[src/rtl/cnn_pkg.sv]
// cnn_pkg: shared definitions for the weight-fetch datapath.
// - Default array geometry (rows, columns, element width, buffer address width).
// - fetch_state_t: weight-fetch FSM encoding.
// - w_row_t: one packed weight row at the default geometry.
package cnn_pkg;

  localparam int unsigned ROWS_DEF = 16;
  localparam int unsigned COLS_DEF = 16;
  localparam int unsigned DW_DEF   = 8;
  localparam int unsigned AW_DEF   = 12;

  typedef enum logic [1:0] {
    IDLE,
    FETCH,
    DRAIN,
    DONE
  } fetch_state_t;

  typedef logic [COLS_DEF*DW_DEF-1:0] w_row_t;

endpackage

[src/rtl/w_fetch_unit_if.sv]
// w_fetch_unit_if: controller, weight-buffer and shadow-register signals of the
// weight fetch unit.
// - w_read, clr_w, base_addr : controller -> fetch unit
// - mem_rd_en, mem_addr      : fetch unit -> weight buffer
// - mem_rd_data              : weight buffer -> fetch unit (1 cycle after mem_rd_en)
// - w_row_valid/sel/data     : fetch unit -> systolic array shadow registers
// - w_done                   : fetch unit -> controller
// Modport slave is the fetch unit; master is its surroundings.
interface w_fetch_unit_if #(
  parameter int unsigned ROWS = cnn_pkg::ROWS_DEF,
  parameter int unsigned COLS = cnn_pkg::COLS_DEF,
  parameter int unsigned DW   = cnn_pkg::DW_DEF,
  parameter int unsigned AW   = cnn_pkg::AW_DEF
);

  localparam int unsigned SelW = $clog2(ROWS);

  logic                 w_read;
  logic                 clr_w;
  logic [AW-1:0]        base_addr;
  logic                 mem_rd_en;
  logic [AW-1:0]        mem_addr;
  logic [COLS*DW-1:0]   mem_rd_data;
  logic                 w_row_valid;
  logic [SelW-1:0]      w_row_sel;
  logic [COLS*DW-1:0]   w_row_data;
  logic                 w_done;

  modport master (
    output w_read, clr_w, base_addr, mem_rd_data,
    input  mem_rd_en, mem_addr, w_row_valid, w_row_sel, w_row_data, w_done
  );

  modport slave (
    input  w_read, clr_w, base_addr, mem_rd_data,
    output mem_rd_en, mem_addr, w_row_valid, w_row_sel, w_row_data, w_done
  );

endinterface

[src/rtl/w_fetch_unit.sv]
// w_fetch_unit: fetches one ROWS x COLS weight tile from the on-chip weight
// buffer and streams it row by row into the systolic array shadow registers.
// Ports:
// - clk   : clock
// - rst   : synchronous active-low reset
// - fu_io : w_fetch_unit_if.slave (controller, buffer and shadow-register side)
// A clr_w&w_read restarts the tile from base_addr; reads are issued in FETCH
// while w_read is high, returns are presented one cycle later, and w_done is
// held once the last row has been presented.
module w_fetch_unit import cnn_pkg::*; #(
  parameter int unsigned ROWS = ROWS_DEF,
  parameter int unsigned COLS = COLS_DEF,
  parameter int unsigned DW   = DW_DEF,
  parameter int unsigned AW   = AW_DEF
) (
  input logic            clk,
  input logic            rst,
  w_fetch_unit_if.slave  fu_io
);

  localparam int unsigned CntW = $clog2(ROWS + 1);
  localparam int unsigned SelW = $clog2(ROWS);
  localparam logic [CntW-1:0] LastRow = CntW'(ROWS - 1);

  fetch_state_t    state_q, state_d;
  logic [CntW-1:0] iss_cnt_q, iss_cnt_d;
  logic [CntW-1:0] ret_cnt_q, ret_cnt_d;
  logic [AW-1:0]   base_q, base_d;
  logic            inflight_q, inflight_d;

  logic clr;
  logic rd_en;
  logic ret_valid;

  // clr_w is only meaningful while w_read is high.
  assign clr = fu_io.w_read & fu_io.clr_w;

  // Reads never share a cycle with a restart, so every read in flight across a
  // clr cycle returns in that clr cycle and is dropped there as stale.
  assign rd_en     = rst & (state_q == FETCH) & fu_io.w_read & ~clr;
  assign ret_valid = rst & inflight_q & ~clr;

  assign fu_io.mem_rd_en   = rd_en;
  assign fu_io.mem_addr    = rd_en ? base_q + AW'(iss_cnt_q) : '0;
  assign fu_io.w_row_valid = ret_valid;
  assign fu_io.w_row_sel   = ret_valid ? ret_cnt_q[SelW-1:0] : '0;
  assign fu_io.w_row_data  = ret_valid ? fu_io.mem_rd_data : '0;
  assign fu_io.w_done      = rst & (state_q == DONE);

  always_comb begin
    state_d    = state_q;
    iss_cnt_d  = iss_cnt_q;
    ret_cnt_d  = ret_cnt_q;
    base_d     = base_q;
    inflight_d = rd_en;

    if (ret_valid) begin
      ret_cnt_d = ret_cnt_q + CntW'(1);
    end

    unique case (state_q)
      FETCH: begin
        if (rd_en) begin
          iss_cnt_d = iss_cnt_q + CntW'(1);
          if (iss_cnt_q == LastRow) begin
            state_d = DRAIN;
          end
        end
      end
      DRAIN: begin
        if (ret_valid && (ret_cnt_q == LastRow)) begin
          state_d = DONE;
        end
      end
      IDLE, DONE: begin
      end
      default: begin
      end
    endcase

    // Restart wins over everything else in every state.
    if (clr) begin
      base_d    = fu_io.base_addr;
      iss_cnt_d = '0;
      ret_cnt_d = '0;
      state_d   = FETCH;
    end
  end

  always_ff @(posedge clk) begin
    if (!rst) begin
      state_q    <= IDLE;
      iss_cnt_q  <= '0;
      ret_cnt_q  <= '0;
      base_q     <= '0;
      inflight_q <= 1'b0;
    end else begin
      state_q    <= state_d;
      iss_cnt_q  <= iss_cnt_d;
      ret_cnt_q  <= ret_cnt_d;
      base_q     <= base_d;
      inflight_q <= inflight_d;
    end
  end

endmodule

[src/flat_wrapper.sv]
// flat-port wrapper written by rule: the top's interface ports become plain ports
module w_fetch_unit_flat import cnn_pkg::*;
#(
  parameter int unsigned ROWS = ROWS_DEF,
  parameter int unsigned COLS = COLS_DEF,
  parameter int unsigned DW   = DW_DEF,
  parameter int unsigned AW   = AW_DEF
)
  (clk, rst, fu_io_w_read, fu_io_clr_w, fu_io_base_addr, fu_io_mem_rd_data, fu_io_mem_rd_en, fu_io_mem_addr, fu_io_w_row_valid, fu_io_w_row_sel, fu_io_w_row_data, fu_io_w_done);
  w_fetch_unit_if #(.ROWS(ROWS), .COLS(COLS), .DW(DW), .AW(AW)) fu_io_i ();
  input logic clk;
  input logic rst;
  input wire logic [$bits(fu_io_i.w_read)-1:0] fu_io_w_read;
  input wire logic [$bits(fu_io_i.clr_w)-1:0] fu_io_clr_w;
  input wire logic [$bits(fu_io_i.base_addr)-1:0] fu_io_base_addr;
  input wire logic [$bits(fu_io_i.mem_rd_data)-1:0] fu_io_mem_rd_data;
  output wire logic [$bits(fu_io_i.mem_rd_en)-1:0] fu_io_mem_rd_en;
  output wire logic [$bits(fu_io_i.mem_addr)-1:0] fu_io_mem_addr;
  output wire logic [$bits(fu_io_i.w_row_valid)-1:0] fu_io_w_row_valid;
  output wire logic [$bits(fu_io_i.w_row_sel)-1:0] fu_io_w_row_sel;
  output wire logic [$bits(fu_io_i.w_row_data)-1:0] fu_io_w_row_data;
  output wire logic [$bits(fu_io_i.w_done)-1:0] fu_io_w_done;
  assign fu_io_i.w_read = fu_io_w_read;
  assign fu_io_i.clr_w = fu_io_clr_w;
  assign fu_io_i.base_addr = fu_io_base_addr;
  assign fu_io_i.mem_rd_data = fu_io_mem_rd_data;
  assign fu_io_mem_rd_en = fu_io_i.mem_rd_en;
  assign fu_io_mem_addr = fu_io_i.mem_addr;
  assign fu_io_w_row_valid = fu_io_i.w_row_valid;
  assign fu_io_w_row_sel = fu_io_i.w_row_sel;
  assign fu_io_w_row_data = fu_io_i.w_row_data;
  assign fu_io_w_done = fu_io_i.w_done;
  w_fetch_unit #(.ROWS(ROWS), .COLS(COLS), .DW(DW), .AW(AW)) u_core (.clk(clk), .rst(rst), .fu_io(fu_io_i));
endmodule
[config.mk]
export PLATFORM = sky130hd
export DESIGN_NAME = w_fetch_unit_flat
export DESIGN_NICKNAME = d
export VERILOG_FILES = /design/src/rtl/cnn_pkg.sv /design/src/rtl/w_fetch_unit_if.sv /design/src/rtl/w_fetch_unit.sv /design/src/flat_wrapper.sv
export SDC_FILE = /design/constraint.sdc
export NUM_CORES = 1
export LEC_CHECK = 0
export ABC_AREA = 1
export CAP_MARGIN = 20
export CORE_AREA = 2 2 113 115
export CTS_BUF_LIST = sky130_fd_sc_hd__clkbuf_8
export CTS_CLUSTER_DIAMETER = 60
export CTS_CLUSTER_SIZE = 25
export DETAILED_ROUTE_END_ITERATION = 8
export DIE_AREA = 0 0 115 117
export PLACE_DENSITY_LB_ADDON = 0.15
export SKIP_LAST_GASP = 1
export SYNTH_ARGS = -nofsm -noshare
export SYNTH_HDL_FRONTEND = slang
export SYNTH_SLANG_ARGS = --single-unit
[constraint.sdc]
create_clock -name clk -period 2.15 [get_ports clk]
set_input_delay 0.43 -clock clk [delete_from_list [all_inputs] [get_ports clk]]
set_output_delay 0.43 -clock clk [all_outputs]
set_load 0.05 [all_outputs]
# Word-level counts from Yosys, hierarchy flattened
# Index checks and enable logic that the tools add are counted.
totals:
  in_bits: 144
  output_inout_bits: 147
  romBits: 0
  wordCells: 44
  ramBits: 0
  reg_bits: 25
  memories: 0
  latch_bits: 0
classes:
  shift: 0
  muxes: 8
  reduce_logical: 7
  n_mul: 0
  magnitude_cmp: 0
  n_bitwise: 9
  n_div: 0
  eq_ne: 11
  addsub: 3
op_table:
  columns: ["operator", "count"]
  rows:
  - ["128-bit two-way mux", 1]
  - ["12-bit by 5-bit adder with 12-bit output", 1]
  - ["12-bit two-way mux", 1]
  - ["5-bit by 1-bit adder with 5-bit output, second input constant", 2]
  - ["5-bit by 4-bit equality test with 1-bit output, second input constant", 2]
  - ["4-bit AND reduction", 2]
  - ["1-bit bitwise AND", 7]
  - ["2-bit two-way mux", 3]
  - ["3-bit by 1-bit != test with 1-bit output, second input constant", 2]
  - ["2-bit equality test, second input constant", 2]
  - ["4-bit two-way mux", 1]
  - ["2-bit by 1-bit != test with 1-bit output, second input constant", 2]
  - ["2-bit case mux with 2 select lines", 1]
  - ["3-bit by 2-bit != test with 1-bit output, second input constant", 1]
  - ["3-bit nonzero test", 1]
  - ["2-bit by 1-bit equality test with 1-bit output, second input constant", 1]
  - ["2-bit != test, second input constant", 1]
  - ["1-bit inverter", 2]
  - ["2-bit AND reduction", 1]
  - ["2-bit nonzero test", 1]
  - ["2-bit OR reduction", 1]
  - ["1-bit logical AND", 1]
  - ["1-bit two-way mux", 1]

# Longest topological paths before layout
# Gate-level depths: netlist of run 1.
depth:
  ltp_word: 7
  ltp_mapped: 9
  ltp_nobuf: 9

# Least setup slack after synthesis of run 1
# Ideal clock, no wire load.
synth_timing:
  path_type: "register to output"
  from: "register u_core.iss_cnt_q[0]"
  to: "output port fu_io_mem_addr[6]"
  n_path_buf: 0
  slack_ns: -0.370
  path_stages_with_launch: 8
  arrival_ns: 2.090
  required_time_ns: 1.720
  cell_sequence: "dfxtp_1 > ha_1 > fa_1 > nand3_1 > nand3_1 > nand2_1 > nand2_1 > a21oi_1"
synth_via:
  elab_chain_cells: 2
synth_rtl:
  columns: ["element", "line", "rtl"]
  rows:
  - ["from (decl)", "w_fetch_unit.sv:26", "logic [CntW-1:0] iss_cnt_q, iss_cnt_d;"]
  - ["from (signal assigned)", "w_fetch_unit.sv:99", "iss_cnt_q <= iss_cnt_d;"]
  - ["12-bit by 5-bit adder with 12-bit output", "w_fetch_unit.sv:44", "assign fu_io.mem_addr = rd_en ? base_q + AW'(iss_cnt_q) : '0;"]
  - ["12-bit two-way mux", "w_fetch_unit.sv:44", null]
  - ["to (decl)", "flat_wrapper.sv:18", "output wire logic [$bits(fu_io_i.mem_addr)-1:0] fu_io_mem_addr;"]
# No other way between the ends.

# Worst setup path after layout of run 1
layout_timing:
  from: "register u_core.base_q[0]"
  to: "output port fu_io_mem_addr[8]"
layout_via:
  elab_chain_cells: 2
layout_rtl:
  columns: ["element", "line", "rtl"]
  rows:
  - ["from (decl)", "w_fetch_unit.sv:28", "logic [AW-1:0] base_q, base_d;"]
  - ["from (signal assigned)", "w_fetch_unit.sv:101", "base_q <= base_d;"]
  - ["12-bit by 5-bit adder with 12-bit output", "w_fetch_unit.sv:44", null]
  - ["12-bit two-way mux", "w_fetch_unit.sv:44", null]
# No other way between the ends.

==> reports/metrics.csv, run 1 <==
metric,value,unit
Nets,974,
Seq cells post-synth,25,
Initial Util,0.262,
Synth top area share,0.258,
CP startpoint kind,flip-flop,
share of cells above drive strength 1,0.424,
Crit path arrival time,1.86,ns
Area contributors post-synth,"nor2_4 26%, inv_1 19%, dfxtp_1 16%, nor2_1 10%, ha_1 4.7%",
TritonCTS buffer count,3,
Fillers,1105,
pwr dens,214,nW/um^2
Layout Cells excl Fill,968,
RSZ-0062 raised after global routing,yes,
Crit-path slowest cell,dfxtp_4,
worst setup margin,-0.142,ns
die height,117,um
Synth Flop Type,dfxtp_1,
Tmin final,2.29,ns
CTS Root Cell,clkbuf_8,
CTS sink cnt,25,
final HPWL from detailed placement,11600,um
leading cell types by count after synthesis,"161 x inv_1, 86 x nor2_1, 74 x nor2_4, 34 x nand2_1, 25 x dfxtp_1",
status,"finished, violations left",
post-layout instance area,7330,um^2
Core ar.,12300,um^2
Synth Cell Area,3230,um^2
chip width,115,um
Tcrit/Tclk final,1.07,
WL final,13700,um
CTS tree,done,
Final Util,0.595,
CTS Buffer Depth,2,
YS warnings,0,
highest clock rate,0.436,GHz
number of global-route vias before repair,3750,
DRT Pass-1 Iters,4,
relative slew slack,0.747,
vias per inst,4.11,
number of hold violations in the final report,0,
post-synthesis cell type count,28,
first-pass GRT wire length,19600,um
Max-cap violations,0,
largest net degree at the start of global routing,31,
Leak,3.45,nW
# DRC,0,
port buffer count,290,
synthesized net count,660,
"Reg clk slew, reported paths",0.09,ns
drt wl/cell,14.1,um
setup violators final,8,
clock skew,0.00207,ns
most numerous cell in the Yosys netlist,inv_1,
CP max FO,5,
Pins Over Slew Limit,0,
total track usage,0.185,
average size of a mapped cell,6.42,um^2
Worst setup EP type,output port,
DRT iter0 DRCs,133,
number of synthesized flops with an enable pin,0,
worst hold-check path type,reg -> reg,
Total Power Consumption,1.57,mW
Cells after DPL,951,
Boundary Pins,291,
clock latency on the worst-skew pair,0.27,ns
Setup CP Type,reg -> out,
"Cell Area, Placed",6970,um^2
"Seq/Total Area, Yosys",0.155,
DIE AREA,13500,um^2
GP Congestion,0.885,
worst path cell trace,ha_4 > fa_2 > nand3_2 > nand3_2 > nand2_2 > nand2_4 > nand2_2 > o21ai_2 > nor2_4 > buf_12,
failing checks,setup timing,
post-route ant nets,0,
vias after detailed routing,3979,
GR Overflow Total,0,
Synth area leader,nor2_4,
CP required,1.72,ns
FP Rows,41,
Syn Inst Count,503,
"IR drop worst, VDD",0.357,mV
ys async rst share,0,
# H-tree levels,1,
"slowest stage delay, CP",0.37,ns
area delta synth->final,127,%
worst slew pin tran,0.376,ns
initial antenna violation count,7,
registers in the layout (all words and copies together), names as in the netlist:
signal             flops
u_core.inflight_q      1
u_core.ret_cnt_q       5
u_core.state_q         2
u_core.base_q         12
u_core.iss_cnt_q       5
metal layers:
metal	vias up	share of wire	track usage
met5	-	0.0045	0
li1	2050	-	-
met2	144	0.48	0.305
met4	8	0.0045	0.0177
met1	1764	0.37	0.209
met3	13	0.15	0.118
cells in the final DEF, fill, tap and decap left out, types with 2 or more instances in the layout:
cell type / instances
nand2_1: 26
ha_1: 6
ha_4: 6
dfxtp_4: 6
o21ai_2: 5
dlygate4sd2_1: 2
o211ai_1: 2
clkdlybuf4s50_1: 140
clkbuf_8: 3
nor3_1: 3
dfxtp_2: 7
nor2_1: 73
nand3_2: 5
nand2_4: 2
diode_2: 2
a21oi_2: 7
dfxtp_1: 12
o21ai_0: 17
a21oi_1: 14
nand2_2: 7
nor2_4: 80
nand4_1: 3
nand3_1: 10
inv_2: 3
inv_1: 158
buf_4: 115
nor2_2: 17
buf_12: 69
power breakdown:
group	leakage [nW]	internal (mW)	switching, mW
Sequential	0.211	0.489	0.0276
Combinational	3.22	0.406	0.355
Clock	0.0261	0.136	0.156
kinds of logic (layout without fill, tap and decap cells):
logic type,Yosys count,in the layout,share of synthesized area
simple gates,231,231,0.462
buf+inv,182,495,0.243
xor+xnor,3,3,0.00814
flops,25,25,0.155
compound gates,49,49,0.0791
fa+ha+maj,13,13,0.0527
other cells,0,2,0
final timing paths:
path,start,end,slack (ns),cells after the start
setup / recovery,u_core.base_q[0]$_SDFFE_PN0P_,fu_io_mem_addr[8],-0.14,10
hold / removal,u_core.state_q[1]$_SDFFE_PP0P_,u_core.state_q[1]$_SDFFE_PP0P_,0.49,2
setup reg to reg,u_core.iss_cnt_q[1]$_SDFFE_PP0P_,u_core.state_q[0]$_SDFFE_PN0P_,0.58,10
hold reg to reg,u_core.state_q[1]$_SDFFE_PP0P_,u_core.state_q[1]$_SDFFE_PP0P_,0.49,2
area by class of cell:
cell class	count	area, um^2	area share
Sequential cell	25	532	0.0725
Clock inverter	1	8.76	0.00119
Inverter	164	629	0.0859
Clock buffer	3	41.3	0.00563
Timing Repair Buffer	327	3670	0.501
Multi-Input combinational cell	296	2250	0.307
Tap cell	150	188	0.0256
Antenna cell	2	5.00	0.000683
per-stage QoR:
step | setup WS (ns) | hold WS (ns) | TNS (ns)
after detailed placement | -0.325 | 0.486 | -27.96
final | -0.142 | 0.494 | -0.657
after floorplan | -0.118 | 0.450 | -6.19
after global placement | -0.310 | 0.484 | -24.43
after global routing | -0.230 | 0.512 | -1.67
after CTS | -0.197 | 0.510 | -0.827
worst max-delay path: cells and delay by family (launching register included):
family | cells | cell delay, ns
AO/OA/AOI/OAI | 1 | 0.06
adder cells (fa/ha/maj) | 2 | 0.50
buffers and inverters | 1 | 0.14
flip-flops | 1 | 0.37
AND/OR/NAND/NOR | 6 | 0.51
what timing repair did:
action,CTS,global route
hold buffers,0,0
endpoints found under the setup margin,145,14
cloned,0,0
pin swaps,13,15
setup buffers,3,9
endpoints found under the hold margin,0,0
gates resized for setup,43,27
Note: power is estimated with default switching activity, not from simulation.
==> run 2, diff against run 1 <==
Settings changed: MAX_ROUTING_LAYER set to met4.
==> reports/metrics.csv, run 2 (synthesis results as in run 1) <==
metric,value,unit
CTS sink cnt,25,
"Reg clk slew, reported paths",0.09,ns
biggest regs,"u_core.base_q: 12 flops, u_core.iss_cnt_q: 5 flops, u_core.ret_cnt_q: 5 flops",
final HPWL from detailed placement,11600,um
share of cells above drive strength 1,0.424,
Core ar.,12300,um^2
# H-tree levels,1,
clock latency on the worst-skew pair,0.27,ns
chip width,115,um
Crit path arrival time,1.86,ns
Min-Delay Endpoint,u_core.state_q[1]$_SDFFE_PP0P_,
Reg2Reg Setup Slack,0.57,ns
"slowest stage delay, CP",0.37,ns
setup violators final,8,
met3 routed WL,2050,um
vias after detailed routing,3956,
number of global-route vias before repair,3756,
met1 WL,5050,um
Biggest register,u_core.base_q,
number of hold violations in the final report,0,
Total Power Consumption,1.57,mW
Tmin final,2.29,ns
Crit-path slowest cell,dfxtp_4,
first-pass GRT wire length,19600,um
FP Rows,41,
WL final,13700,um
worst setup margin,-0.142,ns
Max-cap violations,0,
Nets,974,
setup TNS,-0.649,ns
worst r2r src,u_core.iss_cnt_q[1]$_SDFFE_PP0P_,
RSZ-0062 raised after global routing,yes,
port buffer count,290,
CP startpoint kind,flip-flop,
cts hold-fix bufs,0,
failing checks,setup timing,
Hold Path Depth,2,
max reg flops,12,
met2 wire len,6540,um
worst path cell trace,ha_4 > fa_2 > nand3_2 > nand3_2 > nand2_2 > nand2_4 > nand2_2 > o21ai_2 > nor2_4 > buf_12,
GP Congestion,0.900,
pre-CTS setup slack,-0.325,ns
CP max FO,5,
worst hold-check path type,reg -> reg,
Worst R2R End,u_core.state_q[0]$_SDFFE_PN0P_,
"IR drop worst, VDD",0.357,mV
GR Overflow Total,0,
footprint of the multi-input gates,2250,um^2
clock skew,0.00251,ns
largest net degree at the start of global routing,31,
DRT iter0 DRCs,151,
Setup CP Type,reg -> out,
Reg2Reg Depth,10,
CP required,1.72,ns
# DRC,0,
pwr dens,214,nW/um^2
Boundary Pins,291,
worst slew pin tran,0.376,ns
Fillers,1106,
initial antenna violation count,7,
DRT Pass-1 Iters,4,
area delta synth->final,128,%
top sig layer,met4,
Worst setup EP type,output port,
post-route ant nets,0,
CTS tree,done,
die height,117,um
status,"finished, violations left",
"commonest non-fill, non-tap cells in the layout","158 x inv_1, 140 x clkdlybuf4s50_1, 115 x buf_4, 80 x nor2_4, 73 x nor2_1",
Pins Over Slew Limit,0,
vias per inst,4.07,
Initial Util,0.262,
Tcrit/Tclk final,1.07,
CTS Buffer Depth,2,
Leak,3.45,nW
CTS Root Cell,clkbuf_8,
highest clock rate,0.436,GHz
Seq. cell area,532,um^2
min-delay src,u_core.state_q[1]$_SDFFE_PP0P_,
TritonCTS buffer count,3,
total track usage,0.190,
DIE AREA,13500,um^2
drt wl/cell,14.1,um
relative slew slack,0.748,
"most common cell after layout, fill and taps aside",inv_1,
run 2: cell types whose count changed in the layout (fill, tap and decap cells not counted):
cell / change
diode_2: +5
run 2: per-stage QoR:
stage | std cells | area [um^2] | hold slack [ns] | utilization
2_1_floorplan | 503 | 3350 | 0.450 | -
3_3_place_gp | 951 | 6970 | 0.484 | 0.566
3_5_place_dp | 951 | 6970 | 0.486 | 0.566
4_1_cts | 958 | 7170 | 0.510 | 0.582
5_1_grt | 973 | 7340 | 0.512 | 0.596
6_report | 973 | 7340 | 0.494 | 0.596
run 2: layout make-up:
| cell class | instances | share of cell area |
|---|---|---|
| tap | 150 | 0.0256 |
| inverter | 164 | 0.0857 |
| antenna | 7 | 0.00239 |
| clock inverter | 1 | 0.00119 |
| sequential | 25 | 0.0724 |
| multi-input combinational | 296 | 0.307 |
| clock buffer | 3 | 0.00562 |
| timing repair buffer | 327 | 0.500 |
run 2: how the worst max path moves through the flow:
stage                                        startpoint             endpoint  slack (ns)  cells past startpoint
after floorplan                             fu_io_clr_w  fu_io_w_row_data[0]       -0.12                      6
after global placement                     fu_io_w_read    fu_io_mem_addr[1]       -0.31                      6
after detailed placement                   fu_io_w_read    fu_io_mem_addr[3]       -0.33                      6
after CTS                 u_core.base_q[0]$_SDFFE_PN0P_   fu_io_mem_addr[10]       -0.20                     10
after global routing      u_core.base_q[0]$_SDFFE_PN0P_   fu_io_mem_addr[10]       -0.23                     10
final                     u_core.base_q[0]$_SDFFE_PN0P_    fu_io_mem_addr[8]       -0.14                     10
run 2: where the power goes:
group | internal [mW] | switching [mW]
clock | 0.136 | 0.156
combinational | 0.407 | 0.355
sequential | 0.489 | 0.0278
run 2: repair_timing:
| item | 4_1_cts | 5_1_grt |
|---|---|---|
| endpoints found under the setup margin | 145 | 14 |
| setup buffers | 3 | 9 |
| gates resized for setup | 43 | 27 |
| gates cloned | 0 | 0 |
| pin swaps | 13 | 15 |
run 2: routing by layer:
metal  vias to the layer above  track usage
li1                       2059            -
met1                      1752        0.209
met2                       140        0.305
met3                         5        0.118
met4                         0       0.0177
met5                         -            -
run 2: critical path, delay by kind of cell (launching register included):
kind	cells	cell delay (ns)
AOI/OAI and AO/OA	1	0.06
adders and majority gates	2	0.50
buffers and inverters	1	0.14
DFF	1	0.37
and+or+nand+nor	6	0.51
